===== src/rtl/hazard_stall_ctrl_pkg.sv =====
// Shared types and constants for the pipeline hazard/stall controller.
package hazard_stall_ctrl_pkg;

   localparam int REG_W = 5;
   localparam logic [REG_W-1:0] ZERO_REG = 5'd0;

   typedef enum logic {
      ST_RUN      = 1'b0,
      ST_MEM_WAIT = 1'b1
   } state_t;

endpackage


===== src/rtl/hazard_stall_ctrl_if.sv =====
// Hazard inputs and stall/flush controls between the pipeline (master) and the controller (slave).
interface hazard_stall_ctrl_if;
   import hazard_stall_ctrl_pkg::*;

   logic [REG_W-1:0] ID_rs1;
   logic [REG_W-1:0] ID_rs2;
   logic             ID_EX_memread;
   logic [REG_W-1:0] ID_EX_rd;
   logic             EX_take;
   logic             EX_MEM_memaccess;
   logic             MEM_ready;

   // Memory handshake: an access in MEM completes in the cycle MEM_ready is high;
   // while EX_MEM_memaccess is high and MEM_ready is low, the pipeline holds.
   logic       PC_stall;
   logic       IF_stall;
   logic       IF_flush;
   logic       ID_bubble;
   logic       EX_stall;
   logic       MEM_stall;
   logic       mem_timeout;
   logic [7:0] wait_cnt;
   state_t     fsm_state;

   modport master (
      output ID_rs1, ID_rs2, ID_EX_memread, ID_EX_rd, EX_take, EX_MEM_memaccess, MEM_ready,
      input  PC_stall, IF_stall, IF_flush, ID_bubble, EX_stall, MEM_stall, mem_timeout,
             wait_cnt, fsm_state
   );

   modport slave (
      input  ID_rs1, ID_rs2, ID_EX_memread, ID_EX_rd, EX_take, EX_MEM_memaccess, MEM_ready,
      output PC_stall, IF_stall, IF_flush, ID_bubble, EX_stall, MEM_stall, mem_timeout,
             wait_cnt, fsm_state
   );

endinterface


===== src/rtl/hazard_stall_ctrl_load_use_detect.sv =====
// Combinational load-use hazard detection between the load in EX and the instruction in ID.
module load_use_detect
   import hazard_stall_ctrl_pkg::*;
(
   input  logic [REG_W-1:0] ID_rs1,
   input  logic [REG_W-1:0] ID_rs2,
   input  logic             ID_EX_memread,
   input  logic [REG_W-1:0] ID_EX_rd,
   output logic             loaduse
);

   // x0 is hard-wired zero, so a load to it never creates a dependency.
   assign loaduse = ID_EX_memread && (ID_EX_rd != ZERO_REG) &&
                    ((ID_EX_rd == ID_rs1) || (ID_EX_rd == ID_rs2));

endmodule


===== src/rtl/hazard_stall_ctrl.sv =====
// Pipeline hazard/stall controller: memory-wait FSM with timeout, branch flush, load-use stall.
// Optional HAZARD_PERF_CNT_EN adds saturating stall/bubble/flush performance counters.
module hazard_stall_ctrl
   import hazard_stall_ctrl_pkg::*;
#(
   parameter int MEM_TIMEOUT = 16
) (
   input  logic clk,
   input  logic reset,
   hazard_stall_ctrl_if.slave bus
`ifdef HAZARD_PERF_CNT_EN
   ,
   output logic [31:0] perf_stall_cycles,
   output logic [31:0] perf_bubbles,
   output logic [31:0] perf_flushes
`endif
);

   localparam logic [7:0] TIMEOUT_CNT = 8'(MEM_TIMEOUT);

   state_t     state;
   logic [7:0] wait_cnt;

   logic loaduse;
   logic memwait;
   logic mem_hold;
   logic timeout_hit;
   logic pc_stall, if_stall, if_flush, id_bubble, ex_stall, mem_stall, mem_timeout;

   load_use_detect u_load_use (
      .ID_rs1       (bus.ID_rs1),
      .ID_rs2       (bus.ID_rs2),
      .ID_EX_memread(bus.ID_EX_memread),
      .ID_EX_rd     (bus.ID_EX_rd),
      .loaduse      (loaduse)
   );

   assign memwait = bus.EX_MEM_memaccess && !bus.MEM_ready;

   always_comb begin
      mem_hold    = 1'b0;
      timeout_hit = 1'b0;
      case (state)
         ST_RUN:      mem_hold = memwait;
         ST_MEM_WAIT: begin
            if (!bus.MEM_ready) begin
               if (wait_cnt >= TIMEOUT_CNT) timeout_hit = 1'b1;
               else                         mem_hold    = 1'b1;
            end
         end
         default:     mem_hold = 1'b0;
      endcase
   end

   // Release and timeout cycles carry no memory stall, so a branch frozen in EX flushes there.
   always_comb begin
      pc_stall    = 1'b0;
      if_stall    = 1'b0;
      if_flush    = 1'b0;
      id_bubble   = 1'b0;
      ex_stall    = 1'b0;
      mem_stall   = 1'b0;
      mem_timeout = 1'b0;
      if (!reset) begin
         mem_timeout = timeout_hit;
         if (mem_hold) begin
            pc_stall  = 1'b1;
            if_stall  = 1'b1;
            ex_stall  = 1'b1;
            mem_stall = 1'b1;
         end else if (bus.EX_take) begin
            if_flush  = 1'b1;
            id_bubble = 1'b1;
         end else if (loaduse) begin
            pc_stall  = 1'b1;
            if_stall  = 1'b1;
            id_bubble = 1'b1;
         end
      end
   end

   always_ff @(posedge clk) begin
      if (reset) begin
         state    <= ST_RUN;
         wait_cnt <= 8'd0;
      end else begin
         case (state)
            ST_RUN: begin
               if (memwait) begin
                  state    <= ST_MEM_WAIT;
                  wait_cnt <= 8'd1;
               end
            end
            ST_MEM_WAIT: begin
               if (mem_hold) begin
                  wait_cnt <= wait_cnt + 8'd1;
               end else begin
                  state    <= ST_RUN;
                  wait_cnt <= 8'd0;
               end
            end
            default: begin
               state    <= ST_RUN;
               wait_cnt <= 8'd0;
            end
         endcase
      end
   end

   assign bus.PC_stall    = pc_stall;
   assign bus.IF_stall    = if_stall;
   assign bus.IF_flush    = if_flush;
   assign bus.ID_bubble   = id_bubble;
   assign bus.EX_stall    = ex_stall;
   assign bus.MEM_stall   = mem_stall;
   assign bus.mem_timeout = mem_timeout;
   assign bus.wait_cnt    = wait_cnt;
   assign bus.fsm_state   = state;

`ifdef HAZARD_PERF_CNT_EN
   always_ff @(posedge clk) begin
      if (reset) begin
         perf_stall_cycles <= 32'd0;
         perf_bubbles      <= 32'd0;
         perf_flushes      <= 32'd0;
      end else begin
         if (pc_stall && (perf_stall_cycles != 32'hFFFF_FFFF))
            perf_stall_cycles <= perf_stall_cycles + 32'd1;
         if (id_bubble && (perf_bubbles != 32'hFFFF_FFFF))
            perf_bubbles <= perf_bubbles + 32'd1;
         if (if_flush && (perf_flushes != 32'hFFFF_FFFF))
            perf_flushes <= perf_flushes + 32'd1;
      end
   end
`endif

endmodule


===== src/flat_wrapper.sv =====
// flat-port wrapper written by rule: the top's interface ports become plain ports
module hazard_stall_ctrl_flat import hazard_stall_ctrl_pkg::*;
#(
   parameter int MEM_TIMEOUT = 16
)
  (clk, reset, bus_ID_rs1, bus_ID_rs2, bus_ID_EX_memread, bus_ID_EX_rd, bus_EX_take, bus_EX_MEM_memaccess, bus_MEM_ready, bus_PC_stall, bus_IF_stall, bus_IF_flush, bus_ID_bubble, bus_EX_stall, bus_MEM_stall, bus_mem_timeout, bus_wait_cnt, bus_fsm_state);
  hazard_stall_ctrl_if bus_i ();
  input  logic clk;
  input  logic reset;
  input wire logic [$bits(bus_i.ID_rs1)-1:0] bus_ID_rs1;
  input wire logic [$bits(bus_i.ID_rs2)-1:0] bus_ID_rs2;
  input wire logic [$bits(bus_i.ID_EX_memread)-1:0] bus_ID_EX_memread;
  input wire logic [$bits(bus_i.ID_EX_rd)-1:0] bus_ID_EX_rd;
  input wire logic [$bits(bus_i.EX_take)-1:0] bus_EX_take;
  input wire logic [$bits(bus_i.EX_MEM_memaccess)-1:0] bus_EX_MEM_memaccess;
  input wire logic [$bits(bus_i.MEM_ready)-1:0] bus_MEM_ready;
  output wire logic [$bits(bus_i.PC_stall)-1:0] bus_PC_stall;
  output wire logic [$bits(bus_i.IF_stall)-1:0] bus_IF_stall;
  output wire logic [$bits(bus_i.IF_flush)-1:0] bus_IF_flush;
  output wire logic [$bits(bus_i.ID_bubble)-1:0] bus_ID_bubble;
  output wire logic [$bits(bus_i.EX_stall)-1:0] bus_EX_stall;
  output wire logic [$bits(bus_i.MEM_stall)-1:0] bus_MEM_stall;
  output wire logic [$bits(bus_i.mem_timeout)-1:0] bus_mem_timeout;
  output wire logic [$bits(bus_i.wait_cnt)-1:0] bus_wait_cnt;
  output wire logic [$bits(bus_i.fsm_state)-1:0] bus_fsm_state;
  assign bus_i.ID_rs1 = bus_ID_rs1;
  assign bus_i.ID_rs2 = bus_ID_rs2;
  assign bus_i.ID_EX_memread = bus_ID_EX_memread;
  assign bus_i.ID_EX_rd = bus_ID_EX_rd;
  assign bus_i.EX_take = bus_EX_take;
  assign bus_i.EX_MEM_memaccess = bus_EX_MEM_memaccess;
  assign bus_i.MEM_ready = bus_MEM_ready;
  assign bus_PC_stall = bus_i.PC_stall;
  assign bus_IF_stall = bus_i.IF_stall;
  assign bus_IF_flush = bus_i.IF_flush;
  assign bus_ID_bubble = bus_i.ID_bubble;
  assign bus_EX_stall = bus_i.EX_stall;
  assign bus_MEM_stall = bus_i.MEM_stall;
  assign bus_mem_timeout = bus_i.mem_timeout;
  assign bus_wait_cnt = bus_i.wait_cnt;
  assign bus_fsm_state = bus_i.fsm_state;
  hazard_stall_ctrl #(.MEM_TIMEOUT(MEM_TIMEOUT)) u_core (.clk(clk), .reset(reset), .bus(bus_i));
endmodule

===== config.mk =====
export PLATFORM = sky130hd
export DESIGN_NAME = hazard_stall_ctrl_flat
export DESIGN_NICKNAME = d
export VERILOG_FILES = /design/src/rtl/hazard_stall_ctrl_pkg.sv /design/src/rtl/hazard_stall_ctrl_if.sv /design/src/rtl/hazard_stall_ctrl_load_use_detect.sv /design/src/rtl/hazard_stall_ctrl.sv /design/src/flat_wrapper.sv
export SDC_FILE = /design/constraint.sdc
export NUM_CORES = 1
export LEC_CHECK = 0
export BUFFER_PORTS_ARGS = -buffer_cell sky130_fd_sc_hd__buf_2
export CAP_MARGIN = 10
export CORE_MARGIN = 3
export CORE_UTILIZATION = 44
export DETAILED_ROUTE_END_ITERATION = 8
export GPL_TIMING_DRIVEN = 0
export PLACE_DENSITY = 0.93
export SYNTH_ARGS = -nofsm -noshare
export SYNTH_HDL_FRONTEND = slang
export SYNTH_HIERARCHICAL = 1
export SYNTH_SLANG_ARGS = --single-unit

===== constraint.sdc =====
create_clock -name clk -period 3.4 [get_ports clk]
set_input_delay 0.68 -clock clk [delete_from_list [all_inputs] [get_ports clk]]
set_output_delay 0.68 -clock clk [all_outputs]
set_load 0.01 [all_outputs]

# [After elaboration in Yosys (flattened, before gate mapping)]
# Cells that the tools add are included.
[word_totals] elab_cells=38 mem_count=0 reg_bits=9 output_inout_bits=16 ramBits=0 in_bits=21 latchBits=0 mem_bits_ro=0
[classes] div_mod_pow=0 n_mul=0 shifts=0 reduce_logical=6 eq_ne=3 muxes=24 bitwise_logic=1 order_cmp=1 addsub=1
[ops] cell="$mux W1" n=19
[ops] cell="$mux W8" n=2
[ops] cell="$pmux W8 S2" n=1
[ops] cell="$eq A5 B5 Y1" n=2
[ops] cell="$add A8 B1 Y8 const B" n=1
[ops] cell="$ge A8 B5 Y1 const B" n=1
[ops] cell="$reduce_bool A5 Y1" n=1
[ops] cell="$pmux W1 S2" n=2
[ops] cell="$logic_and A1 B1 Y1" n=3
[ops] cell="$ne A2 B1 Y1 const B" n=1
[ops] cell="$logic_not A1 Y1" n=1
[ops] cell="$logic_or A1 B1 Y1" n=1
[ops] cell="$not A1 Y1" n=1

# [Longest topological paths before layout]
# Gate-level depths: netlist (run 1).
[depth] depth_word=7 mapped_depth=7 depth_no_buf=6

# [Modules after synthesis]
# The synthesis (run 1) kept the hierarchy.
[by_module_without_submodules] module="hazard_stall_ctrl" seq_area_each_um2=180.2 cells_per_inst=53 area_each_um2=479.2 n_inst=1
[by_module_without_submodules] module="load_use_detect" seq_area_each_um2=0.0 cells_per_inst=17 area_each_um2=125.1 n_inst=1

# [Least setup slack after synthesis (run 1)]
# Ideal clock, no wire load.
[synth_timing] kind="input port to output port" from="input bus_ID_EX_rd[0]" to="output bus_PC_stall" slack_ns=0.969 arrival_ns=1.751 path_buffers=1 cell_stages=7 required_ns=2.720 path_cell_list="xor2_1 nor3_1 nand3_1 a21oi_1 nand2b_1 a21oi_1 buf_4"
[synth_via] elab_chain_len=7 elab_cells_between_ends=10 cone_classes="eq/ne (2); mux (4); reduce/logical (4)"
[synth_rtl] element="start: declaration" line="flat_wrapper.sv:13" source="input wire logic [$bits(bus_i.ID_EX_rd)-1:0] bus_ID_EX_rd;"
[synth_rtl] element="$eq A5 B5 Y1 / $reduce_bool A5 Y1 (equally long branches)" line="hazard_stall_ctrl_load_use_detect.sv:14, hazard_stall_ctrl_load_use_detect.sv:13"
[synth_rtl] element="$logic_or A1 B1 Y1 / $logic_and A1 B1 Y1 (equally long branches)" line="hazard_stall_ctrl_load_use_detect.sv:14, hazard_stall_ctrl_load_use_detect.sv:13"
[synth_rtl] element="$logic_and A1 B1 Y1 *" line="hazard_stall_ctrl_load_use_detect.sv:13" source="assign loaduse = ID_EX_memread && (ID_EX_rd != ZERO_REG) &&"
[synth_rtl] element="via u_core.loaduse" line="hazard_stall_ctrl.sv:24" source="logic loaduse;"
[synth_rtl] element="$mux W1 * (4 in a row)"
[synth_rtl] element="end: declaration" line="flat_wrapper.sv:17" source="output wire logic [$bits(bus_i.PC_stall)-1:0] bus_PC_stall;"
# Mark *: on every way through the listed nets, which the timed path passes. The rest lies on a longest branch.

# [Worst setup path after layout (run 1)]
[layout_timing] from="input bus_ID_EX_rd[1]" to="output bus_PC_stall"
[layout_via] elab_chain_len=7 elab_cells_between_ends=10 cone_classes="eq/ne (2); mux (4); reduce/logical (4)"
[layout_rtl] element="$eq A5 B5 Y1 / $reduce_bool A5 Y1 (equally long branches)" line="hazard_stall_ctrl_load_use_detect.sv:14, hazard_stall_ctrl_load_use_detect.sv:13"
[layout_rtl] element="$logic_or A1 B1 Y1 / $logic_and A1 B1 Y1 (equally long branches)" line="hazard_stall_ctrl_load_use_detect.sv:14, hazard_stall_ctrl_load_use_detect.sv:13"
[layout_rtl] element="$logic_and A1 B1 Y1 *" line="hazard_stall_ctrl_load_use_detect.sv:13"
[layout_rtl] element="via u_core.loaduse" line="hazard_stall_ctrl.sv:24"
[layout_rtl] element="$mux W1 *" line="hazard_stall_ctrl.sv:74" source="end else if (loaduse) begin"
[layout_rtl] element="$mux W1 *" line="hazard_stall_ctrl.sv:71" source="end else if (bus.EX_take) begin"
[layout_rtl] element="$mux W1 *" line="hazard_stall_ctrl.sv:66" source="if (mem_hold) begin"
[layout_rtl] element="$mux W1 *" line="hazard_stall_ctrl.sv:64" source="if (!reset) begin"
# Marked as above.

==> impl_metrics.csv, run 1 <==
group,metric,value,unit
outcome,status,"finished, final reports clean",
hold_path,hp-class,"register to register",
pwr,share_seq_of_total_power,44.8,%
sta,fmax,382,MHz
sta,hold_violations,0,
global_routing,first_global_vias,587,
floorplan,coreArea,0.00120,mm^2
critical_path,slowest_delay,0.52,ns
floorplan,die_height,43.1,um
clock_tree,cts_buffers,3,
yosys,synth-simple-area-share,33.1,%
clock_tree,clkTransAtPathRegs,0.06,ns
cells_and_area,multi_input_area,398,um^2
critical_path,crit_chain,"buf_2 -> or4_1 -> o21ai_1 -> a21oi_1 -> nand2b_1 -> a21oi_1 -> buf_4 -> buf_2",
routing,first_iter_violations,10,
cells_and_area,drive_gt1_share,40.0,%
critical_path,cp_data_required_time,2.72,ns
yosys,synth_area_leaders,"dfxtp_1 30%, xor2_1 10%, xnor2_1 5.8%",
floorplan,die-area,0.00185,mm^2
pwr,switching_share,26.6,%
placed_design,gp_congestion,0.760,
cells_and_area,utilization,69.0,%
global_routing,antenna_found_initial,0,
sta,setup_viol,0,
routing,firstDrtPassIters,4,
global_routing,grt_pass1_wl,2280,um
critical_path,r2r_setup_slack,2.16,ns
clock_tree,htreeDepth,1,
cells_and_area,seq_area,180,um^2
global_routing,gr-total-overflow,0,
pwr,p_leak,0.404,nW
clock_tree,clock-sinks,9,
cells_and_area,final_common_cell,"buf_2",
yosys,ys.flop_type,"dfxtp_1",
yosys,yosys.area.top_type_share,29.8,%
yosys,synth_top_family_by_area,"simple AND/OR/NAND/NOR gates",
cells_and_area,syn2layout_area_growth,37.1,%
yosys,synthAdderAreaFrac,4.14,%
yosys,synth.area.mux_share,0,%
yosys,ys_seq_elements,9,
floorplan,die_w,43.1,um
clock_tree,cts_root_buffer,"clkbuf_4",
cells_and_area,finalInstanceArea,828,um^2
global_routing,track_usage,16.3,%
clock_tree,clock_latency,0.26,ns
sta,fin_skew,0.00256,ns
routing,routed_wl,1490,um
clock_tree,cts_buffer_depth,2,
critical_path,critPathLaunchType,"input pin",
cells_and_area,fin_nets,134,
yosys,synth-edff-count,0,
routing,num_vias,644,
placed_design,placed_cell_area,802,um^2
cells_and_area,nFillCells,104,
pwr,p_per_area,297,mW/mm^2
critical_path,worstReg2RegEnd,"u_core/bus.wait_cnt[4]$_SDFFE_PP0P_",
yosys,netlist_area,604,um^2
yosys,avgSynthCellArea,8.63,um^2
yosys,ys_types,28,
clock_tree,cts_tree,"yes",
sta,drv_slew,0,
sta,worst_pin_slew,0.443,ns
sta,rsz0062_at_grt,"false",
routing,wl_per_cell,12.0,um
yosys,seq_area_frac_synth,29.8,%
critical_path,cp_num_cells,8,
clock_tree,post_cts_buffers,0,
yosys,async_reset_ff_share,0,%
critical_path,critPathCaptureType,"output port",
clock_tree,ctsResizeCount,0,
pwr,intPower,0.181,mW
yosys,yosys.area_share.xor_xnor,15.9,%
yosys,synth_compound_area_share,12.6,%
pwr,clockPowerShare,32.7,%
sta,tns,0,ns
clock_tree,hold_buffers,0,
cells_and_area,diodes,0,
critical_path,crit_arrival,1.94,ns
sta,hold_ws,0.519,ns
pwr,peakVddDrop,159,uV
yosys,synth-warning-count,6,
critical_path,path_class,"input pin to output port",
pwr,combPwrFrac,22.5,%
sta,period_minus_slack,2.62,ns
sta,finalCritPeriodShare,76.9,%
placed_design,io_buffer_count,36,
critical_path,r2r_cells,3,
critical_path,slowest_stage,"or4_1",
critical_path,path_max_fanout,3,
critical_path,timing.rr.start,"u_core/bus.wait_cnt[4]$_SDFFE_PP0P_",
routing,routed_via_density,5.19,
floorplan,num_rows,12,
global_routing,grt_max_degree,11,
yosys,syn_nets,93,
critical_path,cp_top_family,"simple AND/OR/NAND/NOR gates",
floorplan,start_util,50.3,%
cells_and_area,final_cell_mix,"36 x buf_2, 9 x dfxtp_1, 7 x xor2_1",
floorplan,ios,37,
sta,slew_headroom,70.2,%
yosys,yosysTopAreaCell,"dfxtp_1",
critical_path,crit_end,"bus_PC_stall",
critical_path,cp_num_buf_inv,3,
critical_path,setup.worst_path.start,"bus_ID_EX_rd[1]",
pwr,switchingPower,0.0655,mW
routing,drc,0,
routing,ant_nets,0,
run,maxCapViolations,0,
yosys,syn_inst,70,
[sequential cells by signal, summed over array words and instances (netlist names)]
signal	cells
u_core/bus.fsm_state	1
u_core/bus.wait_cnt	8
[power by group through the flow]
stage / Clock [mW] / Sequential (mW) / Combinational [mW]
4_1_cts: 0.0852 / 0.110 / 0.0560
5_1_grt: 0.0903 / 0.110 / 0.0613
6_report: 0.0805 / 0.110 / 0.0555
2_1_floorplan: 0 / 0.113 / 0.0289
3_5_place_dp: 0 / 0.113 / 0.0558
3_3_place_gp: 0 / 0.112 / 0.0530
[per-stage QoR]
| stage | total power [mW] | setup WS, ns | instances |
|---|---|---|---|
| 4_1_cts | 0.251 | 0.767 | 124 |
| 2_1_floorplan | 0.142 | 0.969 | 70 |
| 3_5_place_dp | 0.168 | 0.769 | 120 |
| 3_3_place_gp | 0.165 | 0.803 | 120 |
| 6_report | 0.246 | 0.784 | 124 |
| 5_1_grt | 0.262 | 0.656 | 124 |
[layer usage]
metal  GRT usage [%]  routed length [um]  up-vias  share of wire (%)
met5               0                   0        -                  0
li1                -                   -      326                  -
met1            17.6                 590      284                 40
met3            2.97                 126        2                8.5
met2            28.7                 757       32                 51
met4            10.2                  14        0               0.94
[worst min path at each step]
| stage | startpoint | end | cells after the start | slack, ns |
|---|---|---|---|---|
| floorplan | u_core/bus.wait_cnt[2]$_SDFFE_PP0P_ | u_core/bus.wait_cnt[2]$_SDFFE_PP0P_ | 1 | 0.50 |
| global placement | u_core/bus.wait_cnt[2]$_SDFFE_PP0P_ | u_core/bus.wait_cnt[2]$_SDFFE_PP0P_ | 1 | 0.48 |
| detailed placement | u_core/bus.wait_cnt[7]$_SDFFE_PP0P_ | u_core/bus.wait_cnt[7]$_SDFFE_PP0P_ | 1 | 0.51 |
| CTS | u_core/bus.wait_cnt[7]$_SDFFE_PP0P_ | u_core/bus.wait_cnt[7]$_SDFFE_PP0P_ | 1 | 0.52 |
| global route | u_core/bus.wait_cnt[7]$_SDFFE_PP0P_ | u_core/bus.wait_cnt[7]$_SDFFE_PP0P_ | 1 | 0.54 |
| finish | u_core/bus.wait_cnt[3]$_SDFFE_PP0P_ | u_core/bus.wait_cnt[3]$_SDFFE_PP0P_ | 1 | 0.52 |
[worst register-to-register path, stage by stage (launching register included)]
cell     delay, ns
dfxtp_1       0.36
nor4_4        0.48
nand3_1       0.13
a21oi_1       0.20
[layout make-up]
class,count,area share (%)
multi-input combinational,56,48.0
sequential,9,21.8
timing repair buffer,36,21.8
clock buffer,4,3.17
buffer,3,2.27
tap,14,2.11
inverter,2,0.906
[synth_stat cells, drive strengths merged (3+ instances only)]
| cell type | number |
|---|---|
| nand3 | 6 |
| nor3 | 4 |
| and2 | 3 |
| a21oi | 5 |
| nor2 | 3 |
| xnor2 | 4 |
| xor2 | 7 |
| dfxtp | 9 |
[cells by family after synthesis]
family,Yosys count
AND/OR/NAND/NOR,31
flip-flops,9
buffers and inverters,5
XOR/XNOR,11
AO/OA/AOI/OAI,12
adder cells (fa/ha/maj),2
Power figures use the tool's default switching activity.
==> run 2, diff against run 1 <==
Settings changed: CORE_UTILIZATION 44 to 41, PLACE_DENSITY 0.93 to 0.88.
Clock period 3.4 ns to 2.44 ns, I/O delays scaled along.
==> impl_metrics.csv, run 2 (same netlist as run 1, synthesis figures left out) <==
group,metric,value,unit
pwr,peakVddDrop,189,uV
critical_path,crit_arrival,1.78,ns
critical_path,slowest_stage,"or4_1",
pwr,switchingPower,0.0946,mW
clock_tree,post_cts_buffers,0,
critical_path,path_max_fanout,3,
global_routing,gr-total-overflow,0,
placed_design,gp_congestion,0.800,
cells_and_area,drive_gt1_share,40.0,%
sta,finalCritPeriodShare,92.8,%
pwr,intPower,0.252,mW
cells_and_area,final_cell_mix,"36 x buf_2, 9 x dfxtp_1, 7 x xor2_1",
critical_path,cp_data_required_time,1.95,ns
critical_path,slowest_delay,0.53,ns
clock_tree,hold_buffers,0,
floorplan,start_util,45.3,%
floorplan,coreArea,0.00133,mm^2
routing,first_iter_violations,8,
floorplan,die_height,44.4,um
cells_and_area,regMostFlops,"u_core/bus.wait_cnt",
global_routing,use_met1,18.4,%
placed_design,dpl.hpwl,1190,um
placed_design,io_buffer_count,36,
cells_and_area,diodes,0,
global_routing,globalRouteMet2Util,29.7,%
clock_tree,cts_root_buffer,"clkbuf_4",
sta,fin_skew,0.00497,ns
routing,num_vias,656,
sta,tns,0,ns
clock_tree,htreeDepth,1,
routing,firstDrtPassIters,6,
run,maxCapViolations,0,
critical_path,critPathCaptureType,"output port",
critical_path,path_class,"input pin to output port",
sta,worst_pin_slew,0.477,ns
routing,ant_nets,0,
global_routing,grt_pass1_wl,2460,um
critical_path,crit_chain,"buf_2 -> or4_1 -> o21ai_1 -> a21oi_1 -> nand2b_1 -> a21oi_1 -> buf_4 -> buf_2",
pwr,switching_share,27.3,%
clock_tree,cts_buffers,3,
clock_tree,cts_tree,"yes",
floorplan,die_w,44.4,um
cells_and_area,finalInstanceArea,830,um^2
floorplan,num_rows,13,
routing,drc,0,
sta,period_minus_slack,2.27,ns
cells_and_area,syn2layout_area_growth,37.3,%
sta,drv_slew,0,
global_routing,antenna_found_initial,0,
cells_and_area,final_common_cell,"buf_2",
global_routing,grtUsageMet3,2.85,%
floorplan,ios,37,
placed_design,placed_cell_area,803,um^2
global_routing,track_usage,16.7,%
critical_path,critPathLaunchType,"input pin",
pwr,combPwrFrac,22.2,%
global_routing,grt_max_degree,11,
cells_and_area,utilization,62.2,%
sta,rsz0062_at_grt,"false",
pwr,share_seq_of_total_power,44.3,%
sta,setup_viol,0,
sta,fmax,441,MHz
clock_tree,clock-sinks,9,
critical_path,r2r_setup_slack,1.21,ns
pwr,clockPowerShare,33.4,%
clock_tree,ctsResizeCount,0,
pwr,p_leak,0.404,nW
cells_and_area,fin_nets,134,
routing,routed_wl,1460,um
routing,routed_via_density,5.25,
clock_tree,cts_buffer_depth,2,
routing,wl_per_cell,11.7,um
outcome,status,"finished, final reports clean",
floorplan,die-area,0.00197,mm^2
sta,hold_violations,0,
sta,slew_headroom,67.9,%
cells_and_area,final_cell_count_no_fill,125,
hold_path,hp-class,"register to register",
placed_design,dp_cells,121,
clock_tree,clock_latency,0.26,ns
cells_and_area,nFillCells,133,
clock_tree,clkTransAtPathRegs,0.06,ns
global_routing,first_global_vias,657,
pwr,p_per_area,418,mW/mm^2
cells_and_area,largest_reg_flops,8,
global_routing,gr-max-usage-layer,"met2",
==> run 2: cell counts in the layout (fill, tap and decap cells not counted) <==
Identical to the previous run, type by type.
==> run 2: worst paths after layout <==
| kind | start | endpoint | cells after the start |
|---|---|---|---|
| setup / recovery | bus_ID_EX_rd[1] | bus_PC_stall | 8 |
| hold / removal | u_core/bus.wait_cnt[2]$_SDFFE_PP0P_ | u_core/bus.wait_cnt[2]$_SDFFE_PP0P_ | 1 |
| setup reg to reg | u_core/bus.wait_cnt[4]$_SDFFE_PP0P_ | u_core/bus.wait_cnt[2]$_SDFFE_PP0P_ | 3 |
| hold reg to reg | u_core/bus.wait_cnt[2]$_SDFFE_PP0P_ | u_core/bus.wait_cnt[2]$_SDFFE_PP0P_ | 1 |
==> run 2: critical path, delay by kind of cell <==
kind                   cells  cell delay [ns]
AND/OR/NAND/NOR            2             0.60
AO/OA/AOI/OAI              3             0.28
buffers and inverters      3             0.40
==> run 2: cell type report <==
| class | count | area [um^2] | share of cell area [%] |
|---|---|---|---|
| buffer | 3 | 18.8 | 2.26 |
| clock buffer | 4 | 26.3 | 3.17 |
| inverter | 2 | 7.51 | 0.905 |
| multi-input combinational | 56 | 398 | 48.0 |
| sequential | 9 | 180 | 21.7 |
| tap | 15 | 18.8 | 2.26 |
| timing repair buffer | 36 | 180 | 21.7 |
==> run 2: metal layers <==
layer  wire (um)  up-vias
met4          10        0
met3         139        2
met2         701       40
met5           0        -
li1            -      324
met1         609      290
==> run 2: power by group through the flow <==
stage	Combinational (mW)	Clock, mW	Sequential, mW
4_1_cts	0.0778	0.121	0.153
6_report	0.0770	0.116	0.154
3_5_place_dp	0.0775	0	0.157
3_3_place_gp	0.0740	0	0.157
2_1_floorplan	0.0403	0	0.157
5_1_grt	0.0862	0.126	0.154
==> run 2: metrics by stage <==
step                setup WS [ns]  total power, mW  hold WS (ns)
floorplan                   0.393            0.198         0.500
global placement            0.221            0.231         0.475
detailed placement          0.174            0.234         0.491
CTS                         0.172            0.352         0.506
global route               0.0311            0.366         0.533
finish                      0.175            0.346         0.496
==> run 3, diff against run 2 <==
Settings changed: RECOVER_POWER set to 50.
==> impl_metrics.csv, run 3 (same netlist as run 1, synthesis figures left out) <==
group,metric,value,unit
critical_path,slowest_delay,0.53,ns
routing,num_vias,648,
pwr,intPower,0.251,mW
sta,drv_slew,0,
sta,worst_pin_slew,0.505,ns
clock_tree,cts_buffer_depth,2,
sta,fin_skew,0.00509,ns
floorplan,die-area,0.00197,mm^2
pwr,switchingPower,0.0956,mW
cells_and_area,drive_gt1_share,33.6,%
routing,routed_wl,1470,um
global_routing,grt_pass1_wl,2460,um
critical_path,critPathCaptureType,"output port",
floorplan,ios,37,
sta,hold_violations,0,
cells_and_area,regMostFlops,"u_core/bus.wait_cnt",
critical_path,worstReg2RegEnd,"u_core/bus.wait_cnt[2]$_SDFFE_PP0P_",
sta,tns,0,ns
clock_tree,cts_tree,"yes",
routing,first_iter_violations,8,
critical_path,crit_arrival,1.78,ns
sta,rsz0062_at_grt,"false",
clock_tree,cts_root_buffer,"clkbuf_4",
critical_path,path_class,"input pin to output port",
critical_path,crit_chain,"buf_2 -> or4_1 -> o21ai_1 -> a21oi_1 -> nand2b_1 -> a21oi_1 -> buf_4 -> buf_2",
floorplan,die_height,44.4,um
global_routing,first_global_vias,657,
cells_and_area,largest_reg_flops,8,
pwr,combPwrFrac,22.1,%
sta,period_minus_slack,2.27,ns
floorplan,coreArea,0.00133,mm^2
clock_tree,post_cts_buffers,0,
global_routing,antenna_found_initial,0,
global_routing,gr-total-overflow,0,
placed_design,dpl.hpwl,1190,um
critical_path,path_max_fanout,3,
pwr,peakVddDrop,188,uV
clock_tree,clock-sinks,9,
placed_design,io_buffer_count,36,
hold_path,hp-class,"register to register",
cells_and_area,syn2layout_area_growth,35.8,%
pwr,clockPowerShare,33.6,%
routing,ant_nets,0,
routing,routed_via_density,5.18,
critical_path,cp_num_cells,8,
placed_design,dp_cells,121,
pwr,switching_share,27.5,%
cells_and_area,final_cell_count_no_fill,125,
sta,fmax,441,MHz
sta,slew_headroom,66.1,%
global_routing,grt_max_degree,11,
run,maxCapViolations,0,
critical_path,critPathLaunchType,"input pin",
pwr,p_per_area,423,mW/mm^2
critical_path,r2r_cells,3,
clock_tree,hold_buffers,0,
sta,hold_ws,0.497,ns
clock_tree,cts_buffers,3,
critical_path,cp_num_buf_inv,3,
outcome,status,"finished, final reports clean",
placed_design,placed_cell_area,803,um^2
cells_and_area,final_cell_mix,"29 x buf_2, 9 x clkbuf_1, 9 x dfxtp_1",
pwr,total_power,0.347,mW
clock_tree,clkTransAtPathRegs,0.06,ns
hold_path,holdPathStages,1,
hold_path,min_from,"u_core/bus.wait_cnt[2]$_SDFFE_PP0P_",
floorplan,start_util,45.3,%
pwr,p_leak,0.370,nW
critical_path,slowest_stage,"or4_1",
pwr,share_seq_of_total_power,44.3,%
cells_and_area,fin_nets,134,
cells_and_area,finalInstanceArea,821,um^2
sta,setup_viol,0,
critical_path,cp_data_required_time,1.95,ns
critical_path,r2r_setup_slack,1.19,ns
floorplan,die_w,44.4,um
floorplan,num_rows,13,
routing,firstDrtPassIters,4,
clock_tree,ctsResizeCount,0,
routing,wl_per_cell,11.8,um
sta,finalCritPeriodShare,92.9,%
routing,drc,0,
global_routing,track_usage,16.7,%
critical_path,timing.rr.start,"u_core/bus.wait_cnt[4]$_SDFFE_PP0P_",
clock_tree,clock_latency,0.26,ns
clock_tree,htreeDepth,1,
cells_and_area,diodes,0,
critical_path,cp_top_family,"simple AND/OR/NAND/NOR gates",
cells_and_area,final_common_cell,"buf_2",
placed_design,gp_congestion,0.800,
hold_path,min_to,"u_core/bus.wait_cnt[2]$_SDFFE_PP0P_",
[run 3: cell types whose count changed in the layout (fill, tap and decap cells not counted), sizes merged]
| cell | before | now |
|---|---|---|
| buf | 38 | 31 |
| clkbuf | 5 | 12 |
[run 3: power groups by stage]
stage	combinational (mW)	sequential [mW]	clock (mW)
floorplan	0.0403	0.157	0
global placement	0.0740	0.157	0
detailed placement	0.0775	0.157	0
CTS	0.0778	0.153	0.121
global route	0.0858	0.154	0.126
finish	0.0766	0.154	0.117
[run 3: metal layers]
metal	vias up	GRT usage, %	routed length [um]
met3	2	2.85	142
li1	323	-	-
met1	283	18.4	628
met5	-	0	0
met4	0	9.64	10
met2	40	29.7	689
[run 3: worst max-delay path by stage]
stage | startpoint | end | slack (ns)
final | bus_ID_EX_rd[1] | bus_PC_stall | 0.17
after global routing | u_core/bus.wait_cnt[4]$_SDFFE_PP0P_ | bus_PC_stall | 0.02
after CTS | bus_ID_EX_rd[0] | bus_PC_stall | 0.17
after detailed placement | bus_ID_EX_rd[0] | bus_PC_stall | 0.17
after global placement | bus_ID_EX_rd[1] | bus_PC_stall | 0.22
after floorplan | bus_ID_EX_rd[0] | bus_PC_stall | 0.39
[run 3: stage by stage]
step           setup slack (ns)  util, %
2_1_floorplan             0.393        -
3_3_place_gp              0.221     60.2
3_5_place_dp              0.174     60.2
4_1_cts                   0.172     62.2
5_1_grt                  0.0228     61.5
6_report                  0.174     61.5
[run 3: final cells by class]
type	instances	area (um^2)
Buffer	3	18.8
Sequential cell	9	180
Fill cell	139	513
Tap cell	15	18.8
Timing Repair Buffer	36	171
Clock buffer	4	26.3
Multi-Input combinational cell	56	398
Inverter	2	7.51
